**config.mk**
```make
export PLATFORM = sky130hd
export DESIGN_NAME = bcd_candidate_gen
export DESIGN_NICKNAME = d
export VERILOG_FILES = /design/src/rtl/aoc_bcd_pkg.sv /design/src/rtl/bcd_digit_inc.sv /design/src/rtl/bcd_candidate_gen.sv
export SDC_FILE = /design/constraint.sdc
export NUM_CORES = 1
export LEC_CHECK = 0
export BUFFER_PORTS_ARGS = -buffer_cell sky130_fd_sc_hd__buf_2
export CAP_MARGIN = 25
export CORE_MARGIN = 10
export CORE_UTILIZATION = 52
export CTS_BUF_LIST = sky130_fd_sc_hd__clkbuf_4 sky130_fd_sc_hd__clkbuf_8
export CTS_CLUSTER_SIZE = 10
export DETAILED_ROUTE_END_ITERATION = 8
export PLACE_DENSITY_LB_ADDON = 0.12
export SKIP_LAST_GASP = 1
export SYNTH_ARGS = -nofsm -noshare
export SYNTH_HDL_FRONTEND = slang
export SYNTH_SLANG_ARGS = --single-unit
```
**constraint.sdc**
```tcl
create_clock -name clk -period 4 [get_ports clk]
set_input_delay 0.6 -clock clk [delete_from_list [all_inputs] [get_ports clk]]
set_output_delay 0.6 -clock clk [all_outputs]
set_load 0.005 [all_outputs]
```
**src/rtl/aoc_bcd_pkg.sv**
```systemverilog
// rtl/aoc_bcd_pkg.sv - shared types and helpers for the BCD candidate generator
package aoc_bcd_pkg;

  typedef logic [3:0] bcd_digit_t;

  localparam bcd_digit_t DIGIT_MAX = 4'd9;

  typedef enum logic [1:0] {
    IDLE = 2'd0,
    RUN  = 2'd1,
    DONE = 2'd2
  } gen_state_t;

  // Non-decimal nibbles are pinned to 9 so downstream compares stay in decimal order.
  function automatic bcd_digit_t bcd_clamp(input bcd_digit_t d);
    return (d > DIGIT_MAX) ? DIGIT_MAX : d;
  endfunction

endpackage

```
**src/rtl/bcd_digit_inc.sv**
```systemverilog
// rtl/bcd_digit_inc.sv - one BCD digit of the ripple incrementer with monotonic fill
module bcd_digit_inc
  import aoc_bcd_pkg::*;
(
  input  bcd_digit_t digit_in,
  input  logic       carry_in,
  input  bcd_digit_t floor_in,
  output bcd_digit_t digit_out,
  output logic       carry_out
);

  logic at_max;

  assign at_max    = (digit_in >= DIGIT_MAX);
  assign carry_out = carry_in & at_max;

  // A wrapping digit takes floor_in rather than 0 so the string stays non-decreasing.
  always_comb begin
    digit_out = digit_in;
    if (carry_in) begin
      if (at_max) digit_out = floor_in;
      else        digit_out = digit_in + 4'd1;
    end
  end

endmodule

```
**src/rtl/bcd_candidate_gen.sv**
```systemverilog
// rtl/bcd_candidate_gen.sv - streams packed BCD candidates across an inclusive range
module bcd_candidate_gen
  import aoc_bcd_pkg::*;
#(
  parameter int DIGITS         = 6,
  parameter int SKIP_MONOTONIC = 1,
  parameter int CNT_W          = 20
) (
  input  logic                  clk,
  input  logic                  rst,
  input  logic                  start,
  input  logic [4*DIGITS-1:0]   range_lo,
  input  logic [4*DIGITS-1:0]   range_hi,
  output logic                  out_valid,
  input  logic                  out_ready,
  output logic [4*DIGITS-1:0]   cand,
  output logic [8*DIGITS-1:0]   cand_bytes,
  output logic                  busy,
  output logic                  done,
  output logic [CNT_W-1:0]      emit_count
);

  gen_state_t              state;
  logic [4*DIGITS-1:0]     cand_q;
  logic [4*DIGITS-1:0]     hi_q;
  logic [4*DIGITS-1:0]     norm_lo;
  logic [4*DIGITS-1:0]     next_cand;
  logic                    msd_carry;
  logic                    handshake;
  logic                    term;
  bcd_digit_t              nd;

  // Normalised lower bound: clamp, then ripple the running maximum from the MSD down.
  always_comb begin
    norm_lo = '0;
    nd      = bcd_clamp(range_lo[4*(DIGITS-1) +: 4]);
    norm_lo[4*(DIGITS-1) +: 4] = nd;
    for (int i = DIGITS - 2; i >= 0; i--) begin
      nd = bcd_clamp(range_lo[4*i +: 4]);
      if (SKIP_MONOTONIC != 0 && nd < norm_lo[4*(i+1) +: 4])
        nd = norm_lo[4*(i+1) +: 4];
      norm_lo[4*i +: 4] = nd;
    end
  end

  // Carry ripples up from digit 0, the fill floor ripples down from the MSD.
  for (genvar i = 0; i < DIGITS; i++) begin : g_dig
    logic       c_in;
    logic       c_out;
    bcd_digit_t fl;
    bcd_digit_t d_out;

    if (i == 0) begin : g_c0
      assign c_in = 1'b1;
    end else begin : g_cn
      assign c_in = g_dig[i-1].c_out;
    end

    if (SKIP_MONOTONIC == 0 || i == DIGITS - 1) begin : g_f0
      assign fl = '0;
    end else begin : g_fn
      assign fl = g_dig[i+1].d_out;
    end

    bcd_digit_inc u_inc (
      .digit_in  (cand_q[4*i +: 4]),
      .carry_in  (c_in),
      .floor_in  (fl),
      .digit_out (d_out),
      .carry_out (c_out)
    );

    assign next_cand[4*i +: 4]  = d_out;
    assign cand_bytes[8*i +: 8] = {4'h0, cand_q[4*i +: 4]};
  end

  assign msd_carry = g_dig[DIGITS-1].c_out;
  assign handshake = out_valid & out_ready;
  assign term      = (cand_q == hi_q) | (next_cand > hi_q) | msd_carry;

  assign cand = cand_q;
  assign busy = (state == RUN);
  assign done = (state == DONE);

  // In RUN, out_valid low means the bounds were just latched and still need the empty check.
  always_ff @(posedge clk or negedge rst) begin
    if (!rst) begin
      state      <= IDLE;
      cand_q     <= '0;
      hi_q       <= '0;
      out_valid  <= 1'b0;
      emit_count <= '0;
    end else begin
      case (state)
        IDLE, DONE: begin
          if (start) begin
            state      <= RUN;
            cand_q     <= norm_lo;
            hi_q       <= range_hi;
            emit_count <= '0;
            out_valid  <= 1'b0;
          end
        end
        RUN: begin
          if (!out_valid) begin
            if (cand_q > hi_q) state     <= DONE;
            else               out_valid <= 1'b1;
          end else if (handshake) begin
            if (emit_count != '1) emit_count <= emit_count + CNT_W'(1);
            if (term) begin
              out_valid <= 1'b0;
              state     <= DONE;
            end else begin
              cand_q <= next_cand;
            end
          end
        end
        default: begin
          state     <= IDLE;
          out_valid <= 1'b0;
        end
      endcase
    end
  end

endmodule

```
Yosys cells after proc, flatten, opt, wreduce, memory -nomap -nowiden
Cells that the tools add are included.

operators by class
  equal/unequal tests = 12
  reductions and logical operators = 7
  add/subtract/negate cells = 7
  muxes and demuxes = 44
  bitwise logic cells = 8
  magnitude comparators = 19

operator list
  operator               number
  $mux 24                4
  $mux 4                 22
  $mux 20                4
  $gt 24x24->1           2
  $pmux 24 s2            1
  $pmux 20 s2            1
  $add 4x1->4 const B    6
  $eq 24x24->1           1
  $ge 4x4->1 const B     6
  $gt 4x4->1 const B     6
  $add 20x1->20 const B  1
  $lt 4x4->1             5
  $ne 20x20->1 const B   1
  $mux 2                 5
  $reduce_and 5->1       2
  $ne 3x2->1 const B     3
  $and 1x1->1            6
  $ne 2x2->1 const B     3
  $mux 1                 5
  $ne 2x1->1 const B     2
  $pmux 2 s2             1
  $reduce_and 4->1       1
  $eq 2x1->1 const B     1
  $eq 2x2->1 const B     1
  other kinds (6)        7

word-level totals
  register bits after elaboration = 71
  output and inout bits = 95

Logic depth before layout (Yosys ltp)
  word-level depth = 22
  depth in mapped cells = 31
  mapped depth without buffers = 31

By module
Synthesis repeated with hierarchy kept, for this count alone.

second synthesis, totals
  cell total of the unflattened synthesis = 817
  area, all modules = 6615.1 um^2

by module, submodules not included
  module             cells each  area each (um^2)  instances  seq. area each (um^2)
  bcd_candidate_gen  667         5586.6            1          1776.7
  bcd_digit_inc      25          171.4             6          0.0

Least setup slack after synthesis
OpenSTA, ideal clock, no wires.

  path type = input port to flip-flop
  start point = input port range_lo[19]
  end point = register cand_q[0], in the netlist cand[0]
  arrival = 6.047 ns
  library setup time = 0.126 ns
  stages = 27
  path slack = -2.173 ns
  buffers on the path = 1
  cells stage by stage = dlygate4sd1_1 -> ha_1 -> a21o_1 -> mux2i_1 -> ha_1 -> a21oi_1 -> inv_1 -> o32ai_1 -> inv_1 -> ha_1 -> a21oi_1 -> nand2_1 -> o21ai_1 -> a41oi_1 -> mux2i_1 -> ha_1 -> nand2_1 -> nor3_1 -> a21oi_1 -> o31ai_1 -> mux2_2 -> ha_1 -> nor4_1 -> o21ai_0 -> o22ai_4 -> mux2i_1 -> a221o_1

on the way
  cells in the longest elaborated chain, start to end = 14

RTL lines
  item                  RTL line                  text
  from (decl)           bcd_candidate_gen.sv:12   input logic [4*DIGITS-1:0] range_lo,
  $gt 4x4->1            aoc_bcd_pkg.sv:16         return (d > DIGIT_MAX) ? DIGIT_MAX : d;
  $mux 4 (*)            aoc_bcd_pkg.sv:16
  $lt 4x4->1            bcd_candidate_gen.sv:40   if (SKIP_MONOTONIC != 0 && nd < norm_lo[4*(i+1) +: 4])
  $mux 4 (*)            bcd_candidate_gen.sv:40
  $lt 4x4->1            bcd_candidate_gen.sv:40
  $mux 4 (*)            bcd_candidate_gen.sv:40
  $lt 4x4->1            bcd_candidate_gen.sv:40
  $mux 4 (*)            bcd_candidate_gen.sv:40
  $lt 4x4->1            bcd_candidate_gen.sv:40
  $mux 4 (*)            bcd_candidate_gen.sv:40
  $lt 4x4->1            bcd_candidate_gen.sv:40
  $mux 4 (*)            bcd_candidate_gen.sv:40
  $mux 24 (*)           bcd_candidate_gen.sv:96   if (start) begin
  $pmux 24 s2 (*)       bcd_candidate_gen.sv:94   case (state)
  to (signal assigned)  bcd_candidate_gen.sv:98   cand_q <= norm_lo;
  to (signal assigned)  bcd_candidate_gen.sv:114  cand_q <= next_cand;
  to (decl)             bcd_candidate_gen.sv:24   logic [4*DIGITS-1:0] cand_q;

Mark *: on every way between the ends. The rest lies on a longest branch, timed or not. The select of a mux whose other input is x is not followed.
A chain may end at the register's enable or synchronous reset.

Worst setup path in the final report
  start point = input port range_lo[19]
  end point = register cand_q[2], in the netlist cand[2]

The elaborated chain is that of the path after synthesis.

==> out/metrics.cfg <==
[status]
status=finished with violations
violations=setup timing

[die]
die-height_um=133
io_pins=147
dieArea_mm2=0.0176
core_mm2=0.0125
start_util_pct=52.7
die_w_um=133
row_count=41

[cts]
clkTransAtPathRegs_ps=90
htreeDepth=3
cts_max_path_buffers=2
cts-root-buf=clkbuf_8
postCtsHoldBufs=0
clock-sinks=71
clock_latency_ps=370
tritoncts=built
numCtsBuffers=9

[grt]
grt_pass1_vias=7505
use_met2_pct=43.6
grt.total_usage_pct=24.8
top_usage_layer=met2
gr-usage-met3_pct=4.20
antenna_found_initial=0
grt_first_pass_wirelength_um=36600
grt_max_degree=73
grt_overflow_total=0
grt_use_met1_pct=29.3

[yosys]
synth_cell_type_count=75
synth_edf_count=0
synth-seq-area-share_pct=26.9
yosys_warnings=0
ys_ff_latch=71
synth_area_leaders=dfrtp_1, ha_1, buf_4
async_flop_share_pct=100
synth_top_area_cell=dfrtp_1
syn_area_per_cell_um2=8.08
synth_top_flop_cell=dfrtp_1
synthCells=817
synth_area_mm2=0.00660
yosysTopAreaCellShare_pct=26.9

[drt]
first_pass_iters=5
vias_per_cell=5.56
finalWirelength_um=23200
wl_per_cell_um=18.0
vias=7177
drt_iter0_drc=618
drt.antenna.violating_nets=0
remaining_drc_errors=0

[cells_and_area]
areaGrowthSynthToFinish_pct=47.7
stdcell_area_mm2=0.00975
nFillCells=927
multi_input_area_mm2=0.00498
num_antenna_cells=0
final_nets=1243
seq_area_mm2=0.00178
final_common_cell=buf_4
drive_gt1_share_pct=44.3
utilization_pct=77.9
final_cell_mix=buf_4, buf_2, nand2_1, dfrtp_1, ha_1

[placement]
port_buffers=122
gp_congestion=0.945
dpl_cell_area_mm2=0.00840
hpwlAfterDp_um=16800

[sta]
timing_hold_violations_final=0
period_needed_ps=5480
rsz0062_at_grt=yes
finalWorstSetupSlack_ps=-1480
finalMaxSlewViolations=0
tightest_slew_ps=647
fin_hold_ws_ps=189
fin_worst_skew_ps=15.8
finalCritPeriodShare_pct=137
slew_headroom_pct=56.9
setup_violations=27
fmax_mhz=182
setup_tns_ps=-15150

[pwr]
ir_worst_vdd_v=0.000599
switching_share_pct=46.4
switchingPower_w=0.00365
internal_power_w=0.00421
power_per_cell_area_mw_per_mm2=806
combPwrFrac_pct=77.5
pwr-share-clk_pct=7.8
seq_power_share_pct=14.7
power.leakage_nw=4.76

[critical_path]
cp_data_arrival_time_ps=5700
critPathMaxStageDelay_ps=420
crit_path_top_delay_cell=mux2_2
crit_fanout=4
reg2reg_depth=22
cp-start-kind=primary input
worstPathRequired_ps=4210
crit_type=primary input to flop
endpoint_kind=flop

[job]
max-cap-violations=0

[hold_path]
hp-class=primary input to async pin

==> timing repair <==
item	4_1_cts	5_1_grt
setup buffers	39	10
endpoints found under the setup margin	27	27
resized for setup	114	54
cloned	3	0
pin swaps	67	25
==> critical path: cells and delay by family <==
| family | cells | cell delay (ps) |
|---|---|---|
| multiplexers | 3 | 770 |
| AND/OR/NAND/NOR | 5 | 480 |
| buffers and inverters | 5 | 610 |
| adder cells (fa/ha/maj) | 4 | 1030 |
| AO/OA/AOI/OAI | 16 | 2210 |
==> final timing paths <==
path                           startpoint              to  slack [ps]
max                          range_lo[19]         cand[2]       -1480
min                                   rst        cand[20]         190
min reg2reg                emit_count[13]  emit_count[13]         560
max reg2reg                       cand[0]         cand[9]        -530
max in group asynchronous             rst         hi_q[6]        2760
min in group clk             range_hi[16]        hi_q[16]         430
==> layout make-up <==
type | count | area share (%)
Clock inverter | 5 | 0.591
Timing Repair Buffer | 337 | 24.2
Inverter | 54 | 2.11
Sequential cell | 71 | 18.3
Multi-Input combinational cell | 640 | 51.1
Tap cell | 172 | 2.21
Clock buffer | 11 | 1.49
==> cells by family (layout without fill, tap and decap cells) <==
| family | Yosys count | count (layout) | share of synthesized area [%] |
|---|---|---|---|
| other cells | 1 | 24 | 0.0568 |
| buf+inv | 129 | 407 | 10.3 |
| fa+ha+maj | 78 | 78 | 14.8 |
| compound gates | 242 | 242 | 24.0 |
| flops | 71 | 71 | 26.9 |
| xor+xnor | 19 | 19 | 2.52 |
| simple gates | 265 | 265 | 19.6 |
| mux | 12 | 12 | 1.86 |
==> metal layers <==
layer / vias to the layer above / wire, µm
li1: 3428 / -
met1: 3442 / 9640
met2: 250 / 11600
met3: 57 / 1200
met4: 0 / 693
met5: - / 0
==> sequential cells by signal (all words and copies together) (netlist names) <==
register,cells
out_valid,1
emit_count,20
state,2
hi_q,24
cand,24
==> power by group through the flow <==
stage,Sequential [W],Clock (W),Combinational (W)
6_report,0.00115,0.000614,0.00609
3_5_place_dp,0.00116,0,0.00463
2_1_floorplan,0.00124,0,0.00270
5_1_grt,0.00118,0.000647,0.00664
3_3_place_gp,0.00115,0,0.00449
4_1_cts,0.00114,0.000618,0.00541
==> cells in the mapped netlist (5+ instances only) <==
| cell type | count |
|---|---|
| nand3_1 | 17 |
| nand2b_1 | 16 |
| a21oi_1 | 57 |
| o21ai_1 | 5 |
| nor2b_1 | 14 |
| xnor2_1 | 5 |
| buf_2 | 5 |
| buf_4 | 49 |
| and2_1 | 5 |
| inv_1 | 54 |
| xor2_1 | 14 |
| nand4_1 | 15 |
| a211oi_1 | 11 |
| o21a_1 | 11 |
| nand2_1 | 86 |
| ha_1 | 78 |
| dfrtp_1 | 71 |
| or3_1 | 5 |
| mux2i_1 | 10 |
| a21o_1 | 25 |
| a31oi_1 | 9 |
| nor3_1 | 19 |
| nor2_1 | 63 |
| clkbuf_1 | 20 |
| o21ai_0 | 71 |
==> through the flow <==
stage	std cells	setup slack, ps	power (W)
floorplan	840	-1660	0.00394
global placement	1224	-1720	0.00564
detailed placement	1224	-1970	0.00578
CTS	1280	-1410	0.00717
global route	1290	-1810	0.00846
finish	1290	-1480	0.00786
Power figures use the tool's default switching activity.
